--- config.mk ---
export PLATFORM = sky130hd
export DESIGN_NAME = pixel_scan_reader
export DESIGN_NICKNAME = d
export VERILOG_FILES = /design/src/rtl/pixel_scan_pkg.sv /design/src/rtl/scan_timing_gen.sv /design/src/rtl/pixel_scan_reader.sv
export SDC_FILE = /design/constraint.sdc
export NUM_CORES = 1
export LEC_CHECK = 0
export ABC_AREA = 1
export CORE_MARGIN = 3
export CORE_UTILIZATION = 55
export DETAILED_ROUTE_END_ITERATION = 8
export DONT_BUFFER_PORTS = 1
export GPL_TIMING_DRIVEN = 0
export HOLD_SLACK_MARGIN = 0.06
export PLACE_DENSITY = 0.7
export SYNTH_ARGS = -nofsm -noshare
export SYNTH_HDL_FRONTEND = slang
export SYNTH_SLANG_ARGS = --single-unit
--- constraint.sdc ---
create_clock -name clk -period 2.7 [get_ports clk]
set_input_delay 0.54 -clock clk [delete_from_list [all_inputs] [get_ports clk]]
set_output_delay 0.54 -clock clk [all_outputs]
set_load 0.02 [all_outputs]
--- src/rtl/pixel_scan_pkg.sv ---
// Shared timing constants and colour type for the pixel scan reader.
// Fixed 640x480 raster timing; only the totals are overridable at the top.
package pixel_scan_pkg;

   localparam int unsigned H_ACTIVE     = 640;
   localparam int unsigned V_ACTIVE     = 480;
   localparam int unsigned H_SYNC_START = 656;
   localparam int unsigned H_SYNC_END   = 752;
   localparam int unsigned V_SYNC_START = 490;
   localparam int unsigned V_SYNC_END   = 492;
   localparam int unsigned H_TOTAL_DEF  = 800;
   localparam int unsigned V_TOTAL_DEF  = 525;
   localparam int unsigned SCALE_SHIFT  = 1;

   typedef logic [23:0] rgb_t;

   localparam rgb_t RGB_BLACK  = 24'h000000;
   localparam rgb_t RGB_WHITE  = 24'hFFFFFF;
   localparam rgb_t RGB_BORDER = 24'hFF0000;

endpackage

--- src/rtl/scan_timing_gen.sv ---
// Raster h/v counters advancing on pixel ticks, with active-video and
// (unregistered) active-low sync decode of the current counter values.
module scan_timing_gen
   import pixel_scan_pkg::*;
#(
   parameter int unsigned H_TOTAL = H_TOTAL_DEF,
   parameter int unsigned V_TOTAL = V_TOTAL_DEF,
   parameter int unsigned HW      = 10,
   parameter int unsigned VW      = 10
) (
   input  logic          clk,
   input  logic          reset,
   input  logic          pix_tick,
   output logic [HW-1:0] h,
   output logic [VW-1:0] v,
   output logic          active,
   output logic          hs_n,
   output logic          vs_n,
   output logic          first
);

   always_ff @(posedge clk or posedge reset) begin
      if (reset) begin
         h <= '0;
         v <= '0;
      end else if (pix_tick) begin
         if (h == HW'(H_TOTAL - 1)) begin
            h <= '0;
            if (v == VW'(V_TOTAL - 1))
               v <= '0;
            else
               v <= v + VW'(1);
         end else begin
            h <= h + HW'(1);
         end
      end
   end

   always_comb begin
      active = (h < HW'(H_ACTIVE)) && (v < VW'(V_ACTIVE));
      hs_n   = !((h >= HW'(H_SYNC_START)) && (h < HW'(H_SYNC_END)));
      vs_n   = !((v >= VW'(V_SYNC_START)) && (v < VW'(V_SYNC_END)));
      first  = (h == '0) && (v == '0);
   end

endmodule

--- src/rtl/pixel_scan_reader.sv ---
// Scans a 320x240 1-bpp bitmap out as 2x-scaled 640x480 video at clk/2.
// Optional red frame border when PIXEL_SCAN_BORDER_EN is defined.
module pixel_scan_reader
   import pixel_scan_pkg::*;
#(
   parameter int unsigned N       = 32,
   parameter int unsigned H_TOTAL = 800,
   parameter int unsigned V_TOTAL = 525
) (
   input  logic         clk,
   input  logic         reset,
   output logic [N-1:0] mem_addr,
   output logic         mem_rd_en,
   input  logic [N-1:0] mem_data,
   output logic         hsync,
   output logic         vsync,
   output logic [23:0]  rgb,
   output logic         frame_start
);

   localparam int unsigned HW   = $clog2(H_TOTAL);
   localparam int unsigned VW   = $clog2(V_TOTAL);
   localparam int unsigned HALF = N / 2;

   logic          pix_tick;
   logic [HW-1:0] h;
   logic [VW-1:0] v;
   logic          active;
   logic          hs_n;
   logic          vs_n;
   logic          first;
   logic [HALF-1:0] row;
   logic [HALF-1:0] col;
   rgb_t          pix_rgb;
   logic          mem_data_unused;

   assign mem_data_unused = ^mem_data[N-1:1];

   always_ff @(posedge clk or posedge reset) begin
      if (reset)
         pix_tick <= 1'b0;
      else
         pix_tick <= ~pix_tick;
   end

   scan_timing_gen #(
      .H_TOTAL (H_TOTAL),
      .V_TOTAL (V_TOTAL),
      .HW      (HW),
      .VW      (VW)
   ) u_timing (
      .clk      (clk),
      .reset    (reset),
      .pix_tick (pix_tick),
      .h        (h),
      .v        (v),
      .active   (active),
      .hs_n     (hs_n),
      .vs_n     (vs_n),
      .first    (first)
   );

   // Address tracks the counters; the memory registers it on the mid-tick
   // edge, so its data is ready at the following tick edge.
   assign row       = HALF'(v >> SCALE_SHIFT);
   assign col       = HALF'(h >> SCALE_SHIFT);
   assign mem_rd_en = active && !reset;
   assign mem_addr  = mem_rd_en ? {row, col} : '0;

`ifdef PIXEL_SCAN_BORDER_EN
   logic on_border;
   assign on_border = (h == '0) || (h == HW'(H_ACTIVE - 1)) ||
                      (v == '0) || (v == VW'(V_ACTIVE - 1));
`endif

   always_comb begin
      pix_rgb = RGB_BLACK;
      if (active) begin
         pix_rgb = mem_data[0] ? RGB_WHITE : RGB_BLACK;
`ifdef PIXEL_SCAN_BORDER_EN
         if (on_border)
            pix_rgb = RGB_BORDER;
`endif
      end
   end

   // frame_start is refreshed every clk so it drops on the mid-tick edge.
   always_ff @(posedge clk or posedge reset) begin
      if (reset) begin
         rgb         <= '0;
         hsync       <= 1'b1;
         vsync       <= 1'b1;
         frame_start <= 1'b0;
      end else begin
         frame_start <= pix_tick && first;
         if (pix_tick) begin
            rgb   <= pix_rgb;
            hsync <= hs_n;
            vsync <= vs_n;
         end
      end
   end

endmodule

==> summary by stage <==
Run status
The flow ran to the end, and the final reports show no timing, DRC or antenna violations.

Critical path
STA puts the critical path data required time at 2.16 ns. For this design, the slowest cell found on the critical path is sky130_fd_sc_hd__dfrtp_1. The maximum fanout along the worst path is 10.

Data arrives at the worst endpoint at 1.96 ns. The worst setup path is launched from a flip-flop. The worst setup path is of the reg2out kind. The largest single stage delay on the critical path is 0.48 ns. The worst setup path is captured at a primary output.

Walking the worst path, the cells encountered are nand2_1 -> nand2_1 -> nor2_1 -> nand3b_2 -> buf_4 -> nor2_1.

Clock network
For this design, the CTS-stage hold fixing added 0 buffers. The clock latency at the later pin of the worst-skew pair is 0.33 ns. The tree is rooted in a sky130_fd_sc_hd__clkbuf_4. CTS saw 25 sinks.

The number of buffers created by CTS is 3. The longest clock path from root to sink contains 2 buffers. The post-CTS setup-driven buffer insertion count is 0.

After clock tree synthesis, the clock-pin slew on the worst setup and hold paths is 0.16 ns. TritonCTS built the clock tree. In this run the number of H-tree levels came out at 1.

Pwr
Of the total power, registers draw 0.569. The final total power is 670 uW. The total internal power is 474 uW.

The peak ir drop on the vdd network is 245 uV. The fraction of power spent switching nets is 0.292. The reported net switching power is 196 uW.

The fraction of power consumed by the clock network is 0.275. For this design the ratio of total power to cell area is 337 nW/um^2. The share of total power dissipated in combinational logic is 0.157.

The static leakage power is 0.00101 uW.

STA
Setup repair after global routing left no endpoint under its margin. The shortest period the worst path allows is 2.50 ns. The final number of max-transition violations is 0. Of the available clock period, the critical path in the final layout requires 0.927. Static timing analysis puts the maximum clock frequency at 400 MHz. The worst pin sits at a relative slew slack of 0.455.

For the final database, setup skew stands at 0.0136 ns. Setup violations remaining at the end of the flow were counted as 0. The final hold violation count came to 0. The actual slew at the worst max-slew pin is 0.818 ns.

Synthesis
The cell area that synthesis handed to floorplanning was 1850 sq um. Sorting the synthesized cells by area gives the leading types as sky130_fd_sc_hd__dfrtp_1 (31%), sky130_fd_sc_hd__buf_4 (16%), sky130_fd_sc_hd__nor2_1 (8.3%). The most used flip-flop cell after synthesis is sky130_fd_sc_hd__dfrtp_1. The synthesized area per cell is 7.54 sq um. The number of enable flip-flop cells after synthesis is 0. For this run, the number of Yosys warnings is 0. The synthesized design contains 25 register bits. Of the post-synthesis cell area, the dominant cell type holds 0.311. The most area-hungry cell type in the Yosys netlist is sky130_fd_sc_hd__dfrtp_1. The sequential share of the synthesized area is 0.340. The share of synthesized registers carrying an async set or reset is 1.00. The post-synthesis instance total is 245.

Counting distinct cell types in the post-synthesis netlist gives 27.

Flow run
The number of max-capacitance violations reported is 0.

Die
94 I/O pins were placed. The initial utilization of the core area, before any placement, comes to 0.591. The core area is 3130 sq um.

Row generation in the floorplan step produced 20 rows. The area of the die is 4090 sq um. The die boundary width is 64.0 um. The floorplan step set the die height to 64.0 um.

Drt
The routed via count is 1462. After detailed routing, the number of remaining DRC violations is 0. The detailed router finished its first iteration with 41 violations. In the final routed layout, each cell accounts on average for 11.9 um. The wire length after detailed routing is 3.66 mm.

The number of nets with antenna violations after detailed routing is 0. The first detailed-routing pass took 4 iterations. Using the TritonRoute via totals, the vias-per-cell ratio works out to 4.76.

Cells and area
At the end of the flow, the number of nets in the layout was 302. The count of fill cells added during filler insertion is 303. The total inserted antenna cells is 0.

Summing all non-filler instances in the final layout gives an area of 1990 sq um. The synthesis-to-layout area growth is 7.72%. The fraction of layout instances using a drive strength above 1 is 0.236.

Global routing
The global-route wire length before repair is 6.15 mm. The via count of the first global-routing pass came to 1305. The initial antenna violation count is 0. The global-route total usage across every layer is 0.189. After global routing the overflow that remains totals 0.

The maximum number of pins on one net before global-route repair is 27.

Hold path
The class of the worst hold path is in2async.

Placed design
The HPWL after detailed placement is 2.87 mm. The placed instances occupy a cell area of 1960 sq um. The congestion estimate from routability-driven global placement came to 0.837. In this run the tool buffered the top-level ports with 0 buffer cells.
flip-flops by register name (all words and copies together) (netlist names):
signal	flops
u_timing.h	10
u_timing.v	10
frame_start	1
hsync	1
pix_tick	1
rgb	1
vsync	1
power groups by stage:
stage | clock network, uW | registers, uW | logic, uW
after floorplan | 0 | 387 | 98.5
after global placement | 0 | 388 | 104
after detailed placement | 0 | 388 | 105
after CTS | 190 | 381 | 105
after global routing | 207 | 382 | 111
final | 184 | 381 | 105
cells by family (layout without fill, tap and decap cells):
family | Yosys count | count (layout) | share of synthesized area
simple gates | 116 | 116 | 0.313
buf+inv | 77 | 81 | 0.240
flops | 25 | 25 | 0.340
compound gates | 17 | 17 | 0.0535
xor+xnor | 5 | 5 | 0.0237
fa+ha+maj | 4 | 4 | 0.0271
other cells | 1 | 15 | 0.00203
what timing repair did:
action | in CTS | in global routing
endpoints found under the hold margin | 0 | 0
endpoints found under the setup margin | 9 | 0
gates resized for setup | 1 | 0
layout make-up:
| cell class | instances | area, sq um | share of cell area |
|---|---|---|---|
| buffer | 42 | 310 | 0.156 |
| tap | 44 | 55.1 | 0.0277 |
| clock buffer | 3 | 22.5 | 0.0113 |
| sequential | 25 | 628 | 0.316 |
| clock inverter | 1 | 8.76 | 0.00440 |
| multi-input combinational | 157 | 828 | 0.416 |
| inverter | 35 | 138 | 0.0691 |
cells in the mapped netlist (2+ instances only):
cell and count:
sky130_fd_sc_hd__nand3_1 14, sky130_fd_sc_hd__a21oi_1 2, sky130_fd_sc_hd__nor2_1 41, sky130_fd_sc_hd__dfstp_2 2, sky130_fd_sc_hd__dfrtp_1 23, sky130_fd_sc_hd__buf_4 40
sky130_fd_sc_hd__nor4_1 2, sky130_fd_sc_hd__buf_2 2, sky130_fd_sc_hd__ha_1 4, sky130_fd_sc_hd__xor2_1 5, sky130_fd_sc_hd__inv_1 33, sky130_fd_sc_hd__nor2_8 2
sky130_fd_sc_hd__nand4_4 2, sky130_fd_sc_hd__nand3b_1 2, sky130_fd_sc_hd__nand4_1 9, sky130_fd_sc_hd__nor3_1 7, sky130_fd_sc_hd__nand2_1 33, sky130_fd_sc_hd__o21ai_2 3
sky130_fd_sc_hd__o21ai_0 10, sky130_fd_sc_hd__nor2_2 2
per-stage QoR:
| step | utilization | setup WS [ns] | cells | hold slack, ns | TNS [ns] |
|---|---|---|---|---|---|
| after floorplan | - | 0.314 | 259 | 0.510 | 0 |
| after global placement | 0.625 | -0.109 | 303 | 0.532 | -0.853 |
| after detailed placement | 0.625 | -0.131 | 303 | 0.535 | -1.01 |
| after CTS | 0.636 | 0.176 | 307 | 0.117 | 0 |
| after global routing | 0.636 | 0.0312 | 307 | 0.108 | 0 |
| final | 0.636 | 0.198 | 307 | 0.103 | 0 |
routing by layer:
layer | track usage | wire length, um | share of wire | up-vias
li1 | - | - | - | 758
met1 | 0.265 | 1790 | 0.49 | 656
met2 | 0.293 | 1610 | 0.44 | 46
met3 | 0.0281 | 233 | 0.064 | 2
met4 | 0.0701 | 21 | 0.0057 | 0
met5 | 0 | 0 | 0 | -
cells in the final DEF, fill, tap and decap left out, drive strengths merged:
master    synthesis  final
nor2             45     45
ha                4      4
a21oi             2      2
nand4            11     11
nand3b            3      3
buf              42     42
nor4              2      2
a31oi             1      1
nand2            33     33
o21ai            13     13
xor2              5      5
or2               1      1
conb              1     15
o22ai             1      1
dfrtp            23     23
nand3            14     14
dfstp             2      2
inv              35     35
nor3              7      7
clkbuf            0      3
clkinvlp          0      1
final timing paths:
path	startpoint	endpoint	slack (ns)	cells past startpoint
setup / recovery	u_timing.h[7]	mem_addr[23]	0.20	6
hold / removal	reset	pix_tick	0.10	1
setup reg to reg	u_timing.h[0]	u_timing.v[4]	1.20	8
hold reg to reg	vsync	vsync	0.56	2
max in group asynchronous	reset	vsync	2.24	1
min in group clk	mem_data[0]	rgb[22]	0.37	2
worst max-delay path, delay by kind of cell, from the launching register on:
kind	cells	cell delay, ns
buffers and inverters	1	0.25
DFF	1	0.48
and+or+nand+nor	5	0.90
(Power assumes the default switching activity.)
